## src/rtl/sine_sample_source.sv

```systemverilog
// Burst sample source: emits a quarter-wave-LUT sine or a constant value,
// one sample per accepted ce, for a fixed-length or continuous burst.
module sine_sample_source #(
    parameter int DATA_WIDTH  = 16,
    parameter int PHASE_WIDTH = 16,
    parameter int COUNT_WIDTH = 16
) (
    input  logic                          clk,
    input  logic                          rst,
    input  logic                          start,
    input  logic                          stop,
    input  logic                          ce,
    input  logic                          mode,
    input  logic [PHASE_WIDTH-1:0]        phase_inc,
    input  logic [COUNT_WIDTH-1:0]        num_samples,
    input  logic signed [DATA_WIDTH-1:0]  const_val,
    output logic signed [DATA_WIDTH-1:0]  x_out,
    output logic                          x_valid,
    output logic                          busy,
    output logic                          done
);

    localparam logic [1:0] IDLE = 2'd0;
    localparam logic [1:0] RUN  = 2'd1;
    localparam logic [1:0] DONE = 2'd2;

    logic [1:0]                   state_q, state_d;
    logic [PHASE_WIDTH-1:0]       phase_q, phase_d;
    logic [COUNT_WIDTH-1:0]       count_q, count_d;
    logic [COUNT_WIDTH-1:0]       count_nxt;
    logic signed [DATA_WIDTH-1:0] x_out_q, x_out_d;
    logic                         x_valid_q, x_valid_d;
    logic                         mode_q, mode_d;
    logic [PHASE_WIDTH-1:0]       inc_q, inc_d;
    logic [COUNT_WIDTH-1:0]       num_q, num_d;
    logic signed [DATA_WIDTH-1:0] const_q, const_d;
    logic signed [DATA_WIDTH-1:0] sample;

    // First quadrant: round(32767*sin(2*pi*k/256)), k = 0..64.
    function automatic logic [14:0] quarter_lut(input logic [6:0] k);
        case (k)
            7'd0:  quarter_lut = 15'd0;     7'd1:  quarter_lut = 15'd804;
            7'd2:  quarter_lut = 15'd1608;  7'd3:  quarter_lut = 15'd2410;
            7'd4:  quarter_lut = 15'd3212;  7'd5:  quarter_lut = 15'd4011;
            7'd6:  quarter_lut = 15'd4808;  7'd7:  quarter_lut = 15'd5602;
            7'd8:  quarter_lut = 15'd6393;  7'd9:  quarter_lut = 15'd7179;
            7'd10: quarter_lut = 15'd7962;  7'd11: quarter_lut = 15'd8739;
            7'd12: quarter_lut = 15'd9512;  7'd13: quarter_lut = 15'd10278;
            7'd14: quarter_lut = 15'd11039; 7'd15: quarter_lut = 15'd11793;
            7'd16: quarter_lut = 15'd12539; 7'd17: quarter_lut = 15'd13279;
            7'd18: quarter_lut = 15'd14010; 7'd19: quarter_lut = 15'd14732;
            7'd20: quarter_lut = 15'd15446; 7'd21: quarter_lut = 15'd16151;
            7'd22: quarter_lut = 15'd16846; 7'd23: quarter_lut = 15'd17530;
            7'd24: quarter_lut = 15'd18204; 7'd25: quarter_lut = 15'd18868;
            7'd26: quarter_lut = 15'd19519; 7'd27: quarter_lut = 15'd20159;
            7'd28: quarter_lut = 15'd20787; 7'd29: quarter_lut = 15'd21403;
            7'd30: quarter_lut = 15'd22005; 7'd31: quarter_lut = 15'd22594;
            7'd32: quarter_lut = 15'd23170; 7'd33: quarter_lut = 15'd23731;
            7'd34: quarter_lut = 15'd24279; 7'd35: quarter_lut = 15'd24811;
            7'd36: quarter_lut = 15'd25329; 7'd37: quarter_lut = 15'd25832;
            7'd38: quarter_lut = 15'd26319; 7'd39: quarter_lut = 15'd26790;
            7'd40: quarter_lut = 15'd27245; 7'd41: quarter_lut = 15'd27683;
            7'd42: quarter_lut = 15'd28105; 7'd43: quarter_lut = 15'd28510;
            7'd44: quarter_lut = 15'd28898; 7'd45: quarter_lut = 15'd29268;
            7'd46: quarter_lut = 15'd29621; 7'd47: quarter_lut = 15'd29956;
            7'd48: quarter_lut = 15'd30273; 7'd49: quarter_lut = 15'd30571;
            7'd50: quarter_lut = 15'd30852; 7'd51: quarter_lut = 15'd31113;
            7'd52: quarter_lut = 15'd31356; 7'd53: quarter_lut = 15'd31580;
            7'd54: quarter_lut = 15'd31785; 7'd55: quarter_lut = 15'd31971;
            7'd56: quarter_lut = 15'd32137; 7'd57: quarter_lut = 15'd32285;
            7'd58: quarter_lut = 15'd32412; 7'd59: quarter_lut = 15'd32521;
            7'd60: quarter_lut = 15'd32609; 7'd61: quarter_lut = 15'd32678;
            7'd62: quarter_lut = 15'd32728; 7'd63: quarter_lut = 15'd32757;
            7'd64: quarter_lut = 15'd32767;
            default: quarter_lut = 15'd0;
        endcase
    endfunction

    // Odd quadrants mirror the index, the upper half negates the magnitude.
    function automatic logic signed [15:0] sine_sample(input logic [7:0] p);
        logic [6:0]  idx;
        logic [15:0] mag;
        idx = p[6] ? (7'd64 - {1'b0, p[5:0]}) : {1'b0, p[5:0]};
        mag = {1'b0, quarter_lut(idx)};
        sine_sample = p[7] ? -$signed(mag) : $signed(mag);
    endfunction

    assign count_nxt = count_q + COUNT_WIDTH'(1);
    assign sample    = mode_q ? const_q
                              : DATA_WIDTH'(sine_sample(phase_q[PHASE_WIDTH-1 -: 8]));

    always_comb begin
        state_d   = state_q;
        phase_d   = phase_q;
        count_d   = count_q;
        x_out_d   = x_out_q;
        x_valid_d = 1'b0;
        mode_d    = mode_q;
        inc_d     = inc_q;
        num_d     = num_q;
        const_d   = const_q;
        case (state_q)
            IDLE: begin
                if (start) begin
                    mode_d  = mode;
                    inc_d   = phase_inc;
                    num_d   = num_samples;
                    const_d = const_val;
                    phase_d = '0;
                    count_d = '0;
                    state_d = RUN;
                end
            end
            RUN: begin
                // stop wins over a coincident ce
                if (stop) begin
                    state_d = IDLE;
                end else if (ce) begin
                    x_out_d   = sample;
                    x_valid_d = 1'b1;
                    phase_d   = phase_q + inc_q;
                    count_d   = count_nxt;
                    if ((num_q != '0) && (count_nxt == num_q)) begin
                        state_d = DONE;
                    end
                end
            end
            DONE:    state_d = IDLE;
            default: state_d = IDLE;
        endcase
    end

    always_ff @(posedge clk) begin
        if (rst) begin
            state_q   <= IDLE;
            phase_q   <= '0;
            count_q   <= '0;
            x_out_q   <= '0;
            x_valid_q <= 1'b0;
        end else begin
            state_q   <= state_d;
            phase_q   <= phase_d;
            count_q   <= count_d;
            x_out_q   <= x_out_d;
            x_valid_q <= x_valid_d;
        end
    end

    // Burst configuration only matters while busy; it needs no reset value.
    always_ff @(posedge clk) begin
        mode_q  <= mode_d;
        inc_q   <= inc_d;
        num_q   <= num_d;
        const_q <= const_d;
    end

    assign x_out   = x_out_q;
    assign x_valid = x_valid_q;
    assign busy    = (state_q != IDLE);
    assign done    = (state_q == DONE);

endmodule

```

## config.mk

```make
export PLATFORM = sky130hd
export DESIGN_NAME = sine_sample_source
export DESIGN_NICKNAME = d
export VERILOG_FILES = /design/src/rtl/sine_sample_source.sv
export SDC_FILE = /design/constraint.sdc
export NUM_CORES = 1
export LEC_CHECK = 0
export ABC_AREA = 0
export BUFFER_PORTS_ARGS = -buffer_cell sky130_fd_sc_hd__buf_4
export CAP_MARGIN = 20
export CORE_AREA = 2 2 224 138
export DETAILED_ROUTE_END_ITERATION = 12
export DIE_AREA = 0 0 226 140
export SLEW_MARGIN = 20
export SYNTH_ARGS = -nofsm -noshare
export SYNTH_HDL_FRONTEND = slang
export SYNTH_SLANG_ARGS = --single-unit
```

## constraint.sdc

```tcl
create_clock -name clk -period 4.64 [get_ports clk]
set_input_delay 0.232 -clock clk [delete_from_list [all_inputs] [get_ports clk]]
set_output_delay 0.232 -clock clk [all_outputs]
set_load 0.02 [all_outputs]
```

After elaboration in Yosys (flattened, before gate mapping). Memories as Yosys holds them, arrays and structs flattened. Cells that the tools add are included.

Bits in registers: 100. ROM bits: 1920. Memories: 1.

Memory list: (no name shown) (words 128, width 15, read ports 1, clocked after memory_dff 0, write ports 0, RTL line 41) `case (k)`.

Add/sub/neg operators: 4. Eq/ne operators: 8. Muxes and demuxes: 16. Bitwise operators: 2. Reductions and logical operators: 10.

Operators by type and width (count): 2-to-1 mux 16 bit (7); one-hot mux 16 bit (2 select lines) (2); adder 16 x 1 -> 16 bit, second input constant (1); adder 16 bit (1); equality test 16 bit (1); negator 15 -> 16 bit (1); nonzero test 16 bit (1); 2-to-1 mux 2 bit (4); 2-to-1 mux 7 bit (1); subtractor 7 x 6 -> 7 bit, first input constant (1); inequality test 2 bit, second input constant (3); inequality test 3 bit, second input constant (2); AND reduction 3 bit (2); one-hot mux 2 bit (2 select lines) (1); AND reduction 4 bit (1); nonzero test 2 bit (2); OR reduction 3 bit (1); equality test 2 x 1 -> 1 bit, second input constant (1); equality test 2 bit, second input constant (1); zero test 2 bit (1); NOT 1 bit (2); AND reduction 2 bit (1); logical AND 1 bit (1); 2-to-1 mux 1 bit (1).

Depth between registers and ports, before layout.
Word-level depth: 7. Depth in mapped cells: 21. Depth with buffers taken out: 18.

Worst setup path before layout. No wires, ideal clock.

Path kind: register -> register. Start point: reg phase_q[8]. End point: reg x_out_q[8], in the netlist x_out[8]. Arrival time: 3.933 ns. Data required time: 4.508 ns. Path slack: 0.575 ns. Cell stages (with the launch flop): 22. Path buffers: 6. Clock period less this slack: 4.065 ns. Path through: dfxtp_1 -> buf_2 -> inv_1 -> ha_1 -> buf_4 -> nor2b_1 -> buf_4 -> xor2_2 -> buf_4 -> buf_2 -> buf_2 -> ha_1 -> a22o_1 -> a21oi_1 -> o22ai_1 -> or2_2 -> ha_1 -> o21ai_1 -> o41ai_1 -> xor2_1 -> o211ai_1 -> a21oi_1.

Word-level cells in the longest chain between the ends: 6.

RTL lines: start: declaration (RTL line 28) `logic [PHASE_WIDTH-1:0] phase_q, phase_d;`; start signal: assignment (RTL line 142) `phase_q <= phase_d;`; subtractor 7 x 6 -> 7 bit (RTL line 83) `idx = p[6] ? (7'd64 - {1'b0, p[5:0]}) : {1'b0, p[5:0]};`; 2-to-1 mux 7 bit (*) (RTL line 83); memory (128 x 15 bit) (*); negator 15 -> 16 bit (RTL line 85) `sine_sample = p[7] ? -$signed(mag) : $signed(mag);`; 2-to-1 mux 16 bit (*) (RTL line 85); 2-to-1 mux 16 bit (*) (RTL line 89) `assign sample = mode_q ? const_q`; end signal: assignment (RTL line 144) `x_out_q <= x_out_d;`; end: declaration (RTL line 31) `logic signed [DATA_WIDTH-1:0] x_out_q, x_out_d;`.

Every way passes the cells marked *; elsewhere a longest branch is shown, timed or not. A chain may end at the register's enable or synchronous reset.

Worst setup path in the final report. Ends and elaborated chain as after synthesis.

==> impl_metrics.toml <==
[layout]
fin_cells = 1328
syn_to_final_growth_pct = 18.0
fillCellCount = 3114
layout-drive-gt1-share = 0.170
nets = 1001
diodes = 0

[sta]
rsz0062_at_grt = "no"
fin_crit_sh = 0.921
finalMaxSlewViolations = 0
layout_min_cycle_time_ps = 4270
skew_ps = 11.3
slew_headroom = 0.360
max_freq_mhz = 234
finalSetupViolCount = 0
hold_violations = 0
fin_tns_setup_ps = 0
tightest_slew_ps = 935

[drt]
antenna_left = 0
drc = 0
via_count = 6946
routed_wl_um = 24900
post_drt_via_cell_ratio = 5.23
drt_first_pass_iters = 6
drtIter0Drc = 793
wl_per_cell_um = 18.8

[yosys]
yosys.area.top_type_share = 0.201
synthFlopType = "dfxtp_1"
synth_area_leader_cell = "edfxtp_1"
async_flop_share = 0
syn_inst = 859
synth-edff-count = 49
synth.avg_cell_area_sq_um = 8.51
syn_area_sq_um = 7310
synth_nets = 945
ys_seq_elements = 100
ys_types = 87
ys_seq_area_frac = 0.341
ys_warn_count = 0
synth_area_leaders = "edfxtp_1 (20%), dfxtp_1 (14%), ha_1 (5.3%)"

[cts]
post_cts_buffers = 0
clock_sinks = 100
clk_pin_slew_ps = 80
h-tree-depth = 3
cts.path.max_buffers = 2
cts-hold-fix-buffers = 0
root_buffer = "clkbuf_16"
ctsResizeCount = 0
cts_tree = "built"
cts_inserted_buffers = 9
clkLatencyLatePin_ps = 370

[setup_path]
cp-start-kind = "register"
rrSetupSlack_ps = 370
regToRegEndpoint = "x_out[8]"
crit_type = "register to register"
cp-endpoint = "x_out[8]"
rr_worst_depth = 18
cp.arrival_ps = 4500
worstReg2RegStart = "phase_q[8]"
critPathRequiredTime_ps = 4870
endpoint_kind = "register"
crit_path_max_fanout = 8
cp-startpoint = "phase_q[8]"

[global_route]
met1_usage = 0.241
grtUsageMet3 = 0.0598
grt_pass1_wl_um = 38200
grt_max_degree = 57
top_usage_layer = "met1"
antenna_found_initial = 0
grt_use_total = 0.158
grt_pass1_vias = 6226
gr-usage-met2 = 0.205
grt_overflow_total = 0

[floorplanning]
die_h_um = 140
start_util = 0.248
coreArea_sq_um = 29500
ios = 73
die-area_sq_um = 31600
placementRows = 49
die_x_um = 226

[worst_hold_path]
hold_path.class = "input port to register"
min_from = "phase_inc[15]"

[power]
p_per_area_nw_per_um2 = 251
vdd_drop_max_uv = 168
p_leak_nw = 3.24

[place]
port-buffer-count = 72
dp_hpwl_um = 18400
place_congestion = 0.974
numPlacedInstances = 1312

[outcome]
outcome = "complete, no violations"

[run]
maxCapViolCount = 0
==> per-layer routing <==
metal,wire (um),up-vias
met5,0,-
met4,322,0
met3,2620,26
met2,9640,315
met1,12300,3291
li1,-,3314
==> through the flow <==
step	setup WS (ps)	hold slack [ps]	cell area (sq um)	util	total power, mW
2_1_floorplan	575	331	7310	-	1.25
3_3_place_gp	529	411	8320	0.282	1.39
3_5_place_dp	483	411	8320	0.282	1.39
4_1_cts	452	10.4	8620	0.292	2.19
5_1_grt	37.4	16.4	8620	0.292	2.27
6_report	369	30.7	8620	0.292	2.17
==> worst max-delay path, stage by stage, from the launching register on <==
cell and delay, ps:
dfxtp_1 470, inv_1 200, ha_1 340, nand2_1 130, o21ai_4 100, ha_1 500, nand2b_1 140, mux2i_1 460
a21oi_1 70, o21ai_0 170, a22o_1 160, o22ai_1 100, or2_2 340, ha_1 230, o21ai_1 140, o41ai_1 130
xor2_1 170, o211ai_1 200, a21oi_1 80
==> kinds of logic after synthesis <==
kind of cell / Yosys count / share of synthesized area
AO/OA/AOI/OAI: 272 / 0.258
XOR/XNOR: 56 / 0.0682
adder cells (fa/ha/maj): 32 / 0.0558
buffers and inverters: 86 / 0.0555
flip-flops: 100 / 0.341
multiplexers: 13 / 0.0178
AND/OR/NAND/NOR: 300 / 0.204
==> flip-flops by register name (all words and copies together), names as in the netlist <==
| signal | cells |
|---|---|
| state_q | 2 |
| inc_q | 16 |
| num_q | 16 |
| mode_q | 1 |
| x_valid | 1 |
| count_q | 16 |
| x_out | 16 |
| phase_q | 16 |
| const_q | 16 |
==> worst min path at each step <==
stage | end | slack, ps | cells after the start
finish | inc_q[15] | 30 | 1
global route | inc_q[14] | 20 | 1
CTS | num_q[14] | 10 | 1
detailed placement | num_q[14] | 410 | 1
global placement | inc_q[12] | 410 | 1
floorplan | const_q[0] | 330 | 0
==> Yosys cell counts, types with 4 or more instances <==
library cell / number
buf_4: 8
a221oi_1: 5
nor2_1: 69
a21oi_1: 65
a2111oi_0: 5
a31o_2: 4
a22oi_1: 6
ha_1: 31
o221ai_1: 6
a211oi_2: 4
xnor2_1: 33
buf_6: 4
edfxtp_1: 49
a21o_1: 13
o21a_1: 5
buf_2: 18
o31ai_1: 5
dfxtp_1: 51
o21ai_0: 43
mux2i_1: 13
and3_1: 13
o22ai_1: 7
nor3_1: 31
nand3_1: 38
a22o_1: 4
a211oi_1: 8
nand4_1: 6
nor4_1: 6
nand2b_1: 8
a31oi_1: 20
nor2b_1: 12
xor2_1: 22
o21ai_1: 6
or3_1: 5
o211ai_1: 15
nand2_1: 80
and2_1: 8
inv_1: 17
clkbuf_1: 33
a311oi_1: 6
==> placed cells by master (no fill, tap or decap), types with 6 or more instances in the layout <==
master     instances
a211oi_1           8
a21o_1            13
a21oi_1           65
a22oi_1            6
a311oi_1           6
a31oi_1           20
and2_1             8
and3_1            13
buf_4            109
clkbuf_16          9
dfxtp_1           51
edfxtp_1          49
ha_1              31
inv_1             16
mux2i_1           13
nand2_1           79
nand2b_1           8
nand3_1           38
nand4_1            6
nor2_1            69
nor2b_1           12
nor3_1            31
nor4_1             6
o211ai_1          15
o21ai_0           43
o21ai_1            6
o221ai_1           6
o22ai_1            7
xnor2_1           33
xor2_1            22
==> where the power goes <==
part           total [mW]  internal [mW]  switching (mW)
Clock               0.790          0.420           0.370
Combinational       0.389          0.151           0.238
Sequential          0.989          0.965          0.0238
Total                2.17           1.54           0.631
==> final cells by class <==
class | instances | area (sq um) | share of cell area
multi-input combinational | 673 | 4420 | 0.513
sequential | 100 | 2490 | 0.289
timing repair buffer | 109 | 818 | 0.0949
tap | 408 | 510 | 0.0592
clock buffer | 9 | 225 | 0.0261
inverter | 22 | 82.6 | 0.00958
clock inverter | 7 | 73.8 | 0.00856
No activity file was read; power rests on OpenSTA's default activity.
